$ cat src/rtl/uart_rx_sampler.sv
// uart_rx_sampler
// Receive side of the UART serial line. Double-synchronises rx_line, detects
// the start-bit falling edge, samples every bit at its centre, checks the stop
// bit and presents each word with a one-cycle rx_valid strobe, or raises a
// one-cycle frame_err when the stop bit is sampled low.
//
// Optional feature: define UART_RX_PARITY_EN to add a parity bit between the
// data bits and the stop bit, the PARITY_ODD parameter and the parity_err
// output. Without the macro the frame is start + DATA_BITS + stop.
`timescale 1ns/1ps

module uart_rx_sampler #(
  parameter int CLKS_PER_BIT = 16,
  parameter int DATA_BITS    = 8
`ifdef UART_RX_PARITY_EN
  ,
  parameter int PARITY_ODD   = 0
`endif
) (
  input  logic                 clk,
  input  logic                 rst_n,
  input  logic                 rx_line,
  output logic [DATA_BITS-1:0] rx_data,
  output logic                 rx_valid,
  output logic                 frame_err,
`ifdef UART_RX_PARITY_EN
  output logic                 parity_err,
`endif
  output logic                 busy
);

  // Counter widths: clk_cnt runs 0..CLKS_PER_BIT-1, bit_cnt runs 0..DATA_BITS-1.
  localparam int CW = (CLKS_PER_BIT > 1) ? $clog2(CLKS_PER_BIT) : 1;
  localparam int BW = (DATA_BITS > 1) ? $clog2(DATA_BITS) : 1;

  localparam logic [CW-1:0] CNT_ZERO = {CW{1'b0}};
  localparam logic [CW-1:0] CNT_ONE  = {{(CW-1){1'b0}}, 1'b1};
  // Half a bit period after the edge is the centre of the start bit.
  localparam logic [CW-1:0] CNT_HALF = CW'(CLKS_PER_BIT / 2 - 1);
  // One full bit period after the previous centre is the next centre.
  localparam logic [CW-1:0] CNT_LAST = CW'(CLKS_PER_BIT - 1);

  localparam logic [BW-1:0] BIT_ZERO = {BW{1'b0}};
  localparam logic [BW-1:0] BIT_ONE  = {{(BW-1){1'b0}}, 1'b1};
  localparam logic [BW-1:0] BIT_LAST = BW'(DATA_BITS - 1);

  localparam logic [2:0] ST_IDLE   = 3'd0;
  localparam logic [2:0] ST_START  = 3'd1;
  localparam logic [2:0] ST_DATA   = 3'd2;
  localparam logic [2:0] ST_STOP   = 3'd4;
`ifdef UART_RX_PARITY_EN
  localparam logic [2:0] ST_PARITY = 3'd3;

  localparam logic PAR_ODD = (PARITY_ODD != 0);

  // Parity bit the transmitter should have sent for this word.
  function automatic logic expected_parity(input logic [DATA_BITS-1:0] word,
                                           input logic                 odd);
    expected_parity = (^word) ^ odd;
  endfunction
`endif

  // Synchroniser and edge-detect history.
  logic                 sync_meta_q;
  logic                 rx_s_q;
  logic                 rx_prev_q;

  // Receive FSM and datapath.
  logic [2:0]           state_q,     state_d;
  logic [CW-1:0]        clk_cnt_q,   clk_cnt_d;
  logic [BW-1:0]        bit_cnt_q,   bit_cnt_d;
  logic [DATA_BITS-1:0] shift_q,     shift_d;

  // Registered outputs.
  logic [DATA_BITS-1:0] rx_data_q,   rx_data_d;
  logic                 rx_valid_q,  rx_valid_d;
  logic                 frame_err_q, frame_err_d;
  logic                 busy_q,      busy_d;
`ifdef UART_RX_PARITY_EN
  logic                 par_bad_q,   par_bad_d;
  logic                 parity_err_q, parity_err_d;
`endif

  // Two-flop synchroniser on rx_line plus one history flop for edge detection;
  // all three reset high so reset release never looks like a start bit.
  always_ff @(posedge clk or negedge rst_n) begin
    if (!rst_n) begin
      sync_meta_q <= 1'b1;
      rx_s_q      <= 1'b1;
      rx_prev_q   <= 1'b1;
    end else begin
      sync_meta_q <= rx_line;
      rx_s_q      <= sync_meta_q;
      rx_prev_q   <= rx_s_q;
    end
  end

  // Next-state logic for the receive FSM, counters, shift register and pulses.
  always_comb begin
    state_d     = state_q;
    clk_cnt_d   = clk_cnt_q;
    bit_cnt_d   = bit_cnt_q;
    shift_d     = shift_q;
    rx_data_d   = rx_data_q;
    rx_valid_d  = 1'b0;
    frame_err_d = 1'b0;
`ifdef UART_RX_PARITY_EN
    par_bad_d    = par_bad_q;
    parity_err_d = 1'b0;
`endif

    case (state_q)
      ST_IDLE: begin
        // Only a high-to-low transition arms the receiver, so a line held
        // low after a break cannot re-trigger until it has returned high.
        clk_cnt_d = CNT_ZERO;
        if (rx_prev_q && !rx_s_q) begin
          state_d = ST_START;
        end else begin
          state_d = ST_IDLE;
        end
      end

      ST_START: begin
        if (clk_cnt_q == CNT_HALF) begin
          clk_cnt_d = CNT_ZERO;
          if (!rx_s_q) begin
            state_d   = ST_DATA;
            bit_cnt_d = BIT_ZERO;
          end else begin
            // Line is high again at the start-bit centre: a glitch.
            state_d = ST_IDLE;
          end
        end else begin
          clk_cnt_d = clk_cnt_q + CNT_ONE;
        end
      end

      ST_DATA: begin
        if (clk_cnt_q == CNT_LAST) begin
          clk_cnt_d = CNT_ZERO;
          // LSB arrives first: shift in at the top so it ends in bit 0.
          shift_d   = {rx_s_q, shift_q[DATA_BITS-1:1]};
          if (bit_cnt_q == BIT_LAST) begin
            bit_cnt_d = BIT_ZERO;
`ifdef UART_RX_PARITY_EN
            state_d   = ST_PARITY;
`else
            state_d   = ST_STOP;
`endif
          end else begin
            bit_cnt_d = bit_cnt_q + BIT_ONE;
          end
        end else begin
          clk_cnt_d = clk_cnt_q + CNT_ONE;
        end
      end

`ifdef UART_RX_PARITY_EN
      ST_PARITY: begin
        if (clk_cnt_q == CNT_LAST) begin
          clk_cnt_d = CNT_ZERO;
          par_bad_d = (rx_s_q != expected_parity(shift_q, PAR_ODD));
          state_d   = ST_STOP;
        end else begin
          clk_cnt_d = clk_cnt_q + CNT_ONE;
        end
      end
`endif

      ST_STOP: begin
        if (clk_cnt_q == CNT_LAST) begin
          // Returning to IDLE at the stop-bit centre leaves half a bit of
          // margin before a back-to-back start edge can arrive.
          clk_cnt_d = CNT_ZERO;
          state_d   = ST_IDLE;
          if (rx_s_q) begin
            rx_data_d  = shift_q;
            rx_valid_d = 1'b1;
`ifdef UART_RX_PARITY_EN
            parity_err_d = par_bad_q;
`endif
          end else begin
            // Bad stop bit: flag it and keep the last good word.
            frame_err_d = 1'b1;
          end
        end else begin
          clk_cnt_d = clk_cnt_q + CNT_ONE;
        end
      end

      default: begin
        state_d   = ST_IDLE;
        clk_cnt_d = CNT_ZERO;
        bit_cnt_d = BIT_ZERO;
      end
    endcase

    busy_d = (state_d != ST_IDLE);
  end

  // State, counter, shift register and output registers.
  always_ff @(posedge clk or negedge rst_n) begin
    if (!rst_n) begin
      state_q     <= ST_IDLE;
      clk_cnt_q   <= CNT_ZERO;
      bit_cnt_q   <= BIT_ZERO;
      shift_q     <= {DATA_BITS{1'b0}};
      rx_data_q   <= {DATA_BITS{1'b0}};
      rx_valid_q  <= 1'b0;
      frame_err_q <= 1'b0;
      busy_q      <= 1'b0;
    end else begin
      state_q     <= state_d;
      clk_cnt_q   <= clk_cnt_d;
      bit_cnt_q   <= bit_cnt_d;
      shift_q     <= shift_d;
      rx_data_q   <= rx_data_d;
      rx_valid_q  <= rx_valid_d;
      frame_err_q <= frame_err_d;
      busy_q      <= busy_d;
    end
  end

`ifdef UART_RX_PARITY_EN
  // Parity check result held from the parity-bit centre to the stop-bit centre.
  always_ff @(posedge clk or negedge rst_n) begin
    if (!rst_n) begin
      par_bad_q    <= 1'b0;
      parity_err_q <= 1'b0;
    end else begin
      par_bad_q    <= par_bad_d;
      parity_err_q <= parity_err_d;
    end
  end

  assign parity_err = parity_err_q;
`endif

  assign rx_data   = rx_data_q;
  assign rx_valid  = rx_valid_q;
  assign frame_err = frame_err_q;
  assign busy      = busy_q;

endmodule

$ cat config.mk
export PLATFORM = sky130hd
export DESIGN_NAME = uart_rx_sampler
export DESIGN_NICKNAME = d
export VERILOG_FILES = /design/src/rtl/uart_rx_sampler.sv
export SDC_FILE = /design/constraint.sdc
export NUM_CORES = 1
export LEC_CHECK = 0
export CAP_MARGIN = 30
export CORE_UTILIZATION = 60
export CTS_CLUSTER_DIAMETER = 200
export DETAILED_ROUTE_END_ITERATION = 10
export DONT_BUFFER_PORTS = 1
export GPL_ROUTABILITY_DRIVEN = 0
export PLACE_DENSITY = 0.76
export SYNTH_ARGS = -nofsm -noshare
export SYNTH_HDL_FRONTEND = slang
export SYNTH_SLANG_ARGS = --single-unit
$ cat constraint.sdc
create_clock -name clk -period 2.41 [get_ports clk]
set_input_delay 0.1205 -clock clk [delete_from_list [all_inputs] [get_ports clk]]
set_output_delay 0.1205 -clock clk [all_outputs]
set_load 0.1 [all_outputs]
==> reports/metrics.yaml, run 1 <==
logic_synthesis:
  netlist_instances: 97
  yosysSeqAreaShare_pct: 57.88
  synth_top_area_share_pct: 52.21
  syn_nets: 103
  synth_top_cell_by_area: "dfrtp_1"
  ys_seq_elements: 32
  synth_compound_area_share_pct: 6.751
  synth_top_family_by_area: "multiplexers"
  synth_simple_gate_area_share_pct: 13.14
  yosys-top-cells-area: "dfrtp_1 (52%), mux2_2 (12%), dfstp_2 (5.7%)"
  yosys-mux-area-fraction_pct: 13.95
  synth_xor_area_share_pct: 2.520
  synth_area_per_cell_um2: 14.33
  syn_area_um2: 1390
  post_synth_num_cell_types: 35
  synthAdderAreaFrac_pct: 2.700
  ys_warn_count: 0
setup_path:
  critPathMaxFanout: 8
  cpLargestDelayFamily: "compound AO/OA/AOI/OAI gates"
  slowest_delay_ps: 400
  required_ps: 2680
  path_cells: "ha_1 > and3_4 > o31ai_1 > a32o_1"
  critPathArrivalTime_ps: 1810
  crit_path_end_kind: "register"
  cp-start-kind: "register"
  path_buf_inv: 0
  critical_path_class: "reg2reg"
  cp_slowest_cell: "dfrtp_1"
sta:
  setup_viol: 0
  setup_tns_ps: 0
  clock_skew_ps: 11.62
  maxSlewHeadroom_pct: 40.07
  slew_viol_final: 0
  period_share_pct: 63.95
  tightest_slew_ps: 898.9
  finalCriticalPeriod_ps: 1541
  rsz0062_at_grt: "false"
  max_freq_mhz: 648.9
  hold_violations: 0
power:
  power_density_nw_per_um2: 818.5
  peakVddDrop_uv: 607.3
  power.leakage_nw: 0.7254
grt:
  grt_pass1_wl_um: 3539
  grt_usage_pct: 20.26
  grt_start_max_net_pins: 33
  grt_pass1_vias: 787
  grt_overflow: 0
  antenna_found_initial: 0
placed_design:
  dpl.hpwl_um: 1439
  io_buffer_count: 0
  place_area_um2: 1394
cts:
  numCtsBuffers: 5
  cts_resized: 0
  insertion_delay_ps: 330
  cts_tree: "done"
  cts.sinks: 32
  path_clk_slew_ps: 100
  post_cts_buffers: 0
  clk_path_buf_depth: 2
  root_buffer: "clkbuf_4"
  h-tree-depth: 2
floorplan:
  core_um2: 2191
  die_w_um: 50.14
  dieArea_um2: 2514
  num_rows: 17
  io_pins: 14
  start_util_pct: 63.45
  die_h_um: 50.14
finish:
  nNetsFinal: 109
  antennaDiodeCount: 0
  final_area_um2: 1510
  drive_gt1_share_pct: 34.62
  area_growth_pct: 8.641
drt:
  post_drt_wl_per_cell_um: 15.66
  first_pass_iters: 4
  ant_nets: 0
  via_per_inst: 5.727
  drtIter0Drc: 13
  vias: 756
  wirelength_um: 2067
  route.detailed.drc: 0
outcome:
  status: "finished, final reports clean"
job:
  cap_violations: 0
min_path:
  hold_class: "in2async"
[report_power, final]
part           internal [mW]  leakage, nW  switching (mW)  total (mW)
sequential             0.583        0.426           0.115       0.698
combinational         0.0744        0.257          0.0706       0.145
clock                  0.217       0.0422           0.175       0.393
[final cells by class]
class,count,area (um2)
Multi-Input combinational cell,58,543.0
Clock inverter,2,35.03
Sequential cell,32,804.5
Timing Repair Buffer,3,40.04
Tap cell,28,35.03
Fill cell,152,680.7
Clock buffer,6,41.29
Inverter,3,11.26
[through the flow]
stage	worst slack (ps)	utilization, %	total power [mW]	hold WS (ps)	cells
floorplan	889.9	-	0.8181	-175.1	97
global placement	910.1	63.62	0.8342	-174.4	121
detailed placement	877.7	63.62	0.8394	-174.4	121
CTS	869.3	68.93	1.250	210.9	132
global route	778.7	68.93	1.298	242.3	132
finish	868.8	68.93	1.236	221.6	132
[synth_stat cells]
master,instances
dfrtp_1,29
nor4_1,1
mux2i_1,1
nand2_1,2
buf_2,1
nor2_1,5
mux2_4,1
a21o_1,1
a21oi_1,2
a21boi_2,1
or3_4,1
xor2_1,1
dfstp_2,3
o22a_1,1
inv_1,3
nor4bb_1,1
o31ai_1,1
and3_2,1
buf_6,1
nand4b_1,1
and3_4,1
mux2_2,15
nor3b_4,1
a211o_2,1
a32oi_1,1
nand4_1,1
and3b_2,1
ha_1,3
a32o_1,3
xnor2_1,3
nand3_4,2
nand3_1,2
nand3b_1,2
buf_4,2
nand2b_1,1
[cells in the final DEF (no fill, tap or decap), types with 2 or more instances in the layout]
cell,n
a21oi_1,2
a32o_1,3
clkbuf_4,5
dfrtp_1,29
dfstp_2,3
dlygate4sd3_1,2
ha_1,3
inv_1,3
mux2_2,15
nand2_1,2
nand3_1,2
nand3_4,2
nand3b_1,2
nor2_1,5
xnor2_1,3
[sequential cells by signal, indices dropped and copies added, names as in the netlist]
| signal | cells |
|---|---|
| rx_s_q | 1 |
| frame_err | 1 |
| state_q | 3 |
| rx_prev_q | 1 |
| rx_valid | 1 |
| clk_cnt_q | 4 |
| bit_cnt_q | 3 |
| sync_meta_q | 1 |
| shift_q | 8 |
| rx_data | 8 |
| busy | 1 |
[kinds of logic (layout without fill, tap and decap cells)]
logic type | count (synthesis) | count (layout)
DFF | 32 | 32
adders and majority gates | 3 | 3
and+or+nand+nor | 23 | 23
AOI/OAI and AO/OA | 11 | 11
xor gates and xnor gates | 4 | 4
muxes | 17 | 17
buffers and inverters | 7 | 14
[routing by layer]
layer | vias to the layer above | wire length (um) | global-route usage (%)
met5 | - | 0 | 0
met4 | 0 | 62 | 15.71
met3 | 8 | 70 | 5.455
met2 | 16 | 988 | 28.67
met1 | 367 | 945 | 26.29
li1 | 365 | - | -
[timing repair]
item,in CTS,in global routing
setup endpoints to repair,0,0
hold buffers,3,0
hold endpoints to repair,33,0
[final timing paths]
kind | depth (start not counted) | startpoint | to | slack [ps]
hold reg to reg | 0 | sync_meta_q | rx_s_q | 360
hold / removal | 2 | rst_n | state_q[2] | 220
setup / recovery | 4 | clk_cnt_q[0] | bit_cnt_q[1] | 870
setup reg to reg | 4 | clk_cnt_q[0] | bit_cnt_q[1] | 870
min in group clk | 1 | rx_line | sync_meta_q | 340
max in group asynchronous | 2 | rst_n | sync_meta_q | 1940
Power figures use the tool's default switching activity.
==> run 2: changes to the inputs <==
--- a/config.mk
+++ b/config.mk
@@ -6,12 +6,12 @@
 export NUM_CORES = 1
 export LEC_CHECK = 0
 export CAP_MARGIN = 30
-export CORE_UTILIZATION = 60
+export CORE_UTILIZATION = 55
 export CTS_CLUSTER_DIAMETER = 200
 export DETAILED_ROUTE_END_ITERATION = 10
 export DONT_BUFFER_PORTS = 1
 export GPL_ROUTABILITY_DRIVEN = 0
-export PLACE_DENSITY = 0.76
+export PLACE_DENSITY = 0.73
 export SYNTH_ARGS = -nofsm -noshare
 export SYNTH_HDL_FRONTEND = slang
 export SYNTH_SLANG_ARGS = --single-unit
==> constraint.sdc (replaced) <==
create_clock -name clk -period 1.3 [get_ports clk]
set_input_delay 0.065 -clock clk [delete_from_list [all_inputs] [get_ports clk]]
set_output_delay 0.065 -clock clk [all_outputs]
set_load 0.1 [all_outputs]
==> run 2 against run 1 <==
The flow now finishes with violations (setup timing). Clock skew fell by 1.4 ps. Cell area up 18%. Clock power up 88%. Sequential power rose by 65%. Worst hold slack got worse by 58 ps. Combinational power increased to 4.4 times the previous value. Flip-flop and latch count unchanged. Sequential share of layout area down 8.2 points. Maximum frequency rose by 7.0%.
==> reports/metrics.yaml, run 2 (same netlist as run 1, synthesis figures left out) <==
grt:
  grt_overflow: 0  # unchanged
  grt_pass1_wl_um: 4471  # +26%
  antenna_found_initial: 0  # unchanged
  grt_start_max_net_pins: 33  # unchanged
  grt_pass1_vias: 943  # +20%
  grt_usage_pct: 25.06  # +4.8 points
finish:
  drive_gt1_share_pct: 51.16  # +17 points
  final_cell_count_no_fill: 157  # +19%
  seq_area_um2: 804.5  # unchanged
  layout_common_cells: "dfrtp_1 (29), buf_4 (23), mux2_4 (16)"
  final_common_cell: "dfrtp_1"
  fill_cells: 155  # +2.0%
  final_area_um2: 1785  # +18%
  multi_input_area_um2: 634.4  # +17%
  nNetsFinal: 134  # +23%
  antennaDiodeCount: 0  # unchanged
  area_growth_pct: 28.44
sta:
  max_freq_mhz: 694.2  # +7.0%
  tightest_slew_ps: 330.9  # -568.0 ps
  clock_skew_ps: 10.23  # -1.389 ps
  finalCriticalPeriod_ps: 1440  # -100.7 ps
  setup_slack_ps: -140.4  # -1009 ps
  setup_viol: 25  # +25
  slew_viol_final: 0  # unchanged
  period_share_pct: 110.8  # +47 points
  maxSlewHeadroom_pct: 77.86  # +38 points
  hold_violations: 0  # unchanged
  rsz0062_at_grt: "true"
floorplan:
  num_rows: 17  # unchanged
  dieArea_um2: 2733  # +8.7%
  io_pins: 14  # unchanged
  start_util_pct: 60.51  # -2.9 points
  core_um2: 2297  # +4.9%
  die_w_um: 52.28  # +4.3%
  die_h_um: 52.28  # +4.3%
cts:
  h-tree-depth: 2  # unchanged
  root_buffer: "clkbuf_4"
  numCtsBuffers: 5  # unchanged
  cts.sinks: 32  # unchanged
  cts_tree: "done"
  clk_path_buf_depth: 2  # unchanged
  path_clk_slew_ps: 100  # about the same
  insertion_delay_ps: 340  # about the same
drt:
  drtIter0Drc: 11  # -2
  post_drt_wl_per_cell_um: 17.43  # +11%
  via_per_inst: 5.631  # -1.7%
  top_layer_used: "met4"
  wl_met3_um: 83  # +19%
  first_pass_iters: 4  # unchanged
  routed-wl-met2_um: 1405  # +42%
  wirelength_um: 2736  # +32%
  ant_nets: 0  # unchanged
  vias: 884  # +17%
  wl_met1_um: 1174  # +24%
  route.detailed.drc: 0  # unchanged
power:
  power.leakage_nw: 0.9038  # +25%
  peakVddDrop_uv: 1331  # +120%
  finalPower_mw: 2.528  # +100%
  power_density_nw_per_um2: 1416  # +73%
placed_design:
  dpl.hpwl_um: 1983  # +38%
  dp_slack_ps: -159.1  # -1037 ps
  dp.cells: 143  # +18%
  io_buffer_count: 0  # unchanged
  place_area_um2: 1625  # +17%
setup_path:
  required_ps: 1500  # -1180 ps
  critical_path_class: "reg2reg"
  cp-start-kind: "register"
  crit_path_end_kind: "register"
  critPathMaxFanout: 8  # unchanged
  critPathArrivalTime_ps: 1640  # -170 ps
job:
  cap_violations: 0  # unchanged
min_path:
  hold_class: "in2async"
outcome:
  violations: "setup timing"
  status: "finished with violations"
run 2: final timing paths:
check	cells past startpoint	to	slack, ps	startpoint
setup / recovery	5	busy	-140	clk_cnt_q[0]
setup reg to reg	5	busy	-140	clk_cnt_q[0]
min in group clk	1	sync_meta_q	260	rx_line
hold reg to reg	0	rx_s_q	360	sync_meta_q
hold / removal	2	rx_data[1]	160	rst_n
max in group asynchronous	2	rx_prev_q	900	rst_n
run 2: what timing repair did:
action / CTS / global route
endpoints found under the hold margin: 33 / 0
cloned: 1 / 0
hold buffers: 3 / 0
setup endpoints to repair: 25 / 26
gates resized for setup: 2 / 2
pin swaps: 4 / 1
setup buffers: 2 / 0
run 2: per-layer routing:
metal	global-route usage, %	vias to the layer above
met1	28.57	438
li1	-	419
met4	15.79	0
met2	41.88	19
met5	0	-
met3	6.087	8
run 2: per-stage QoR:
stage | TNS [ps] | hold WS [ps] | utilization, %
3_5_place_dp | -2952 | -230.0 | 70.75
2_1_floorplan | -2739 | -230.6 | -
3_3_place_gp | -1483 | -229.7 | 70.75
6_report | -2499 | 163.2 | 77.72
4_1_cts | -2792 | 161.5 | 77.23
5_1_grt | -4002 | 161.8 | 77.72
run 2: critical path, stage by stage, from the launching register on:
cell and delay, ps:
dfrtp_1 360, ha_2 190, and3_4 260, buf_4 150
mux2i_2 220, nand4_1 130
run 2: area by class of cell:
class / count / area share (%)
inverters: 3 / 0.6307
repair buffers: 27 / 12.54
flip-flops and latches: 32 / 45.06
well taps: 28 / 1.962
clock inverters: 2 / 1.962
clock buffers: 6 / 2.313
multi-input cells: 59 / 35.53
run 2: where the power goes:
part	switching [mW]	leakage [nW]	internal, mW
sequential	0.0625	0.426	1.08
clock	0.336	0.0422	0.403
combinational	0.366	0.436	0.277
total	0.764	0.904	1.76
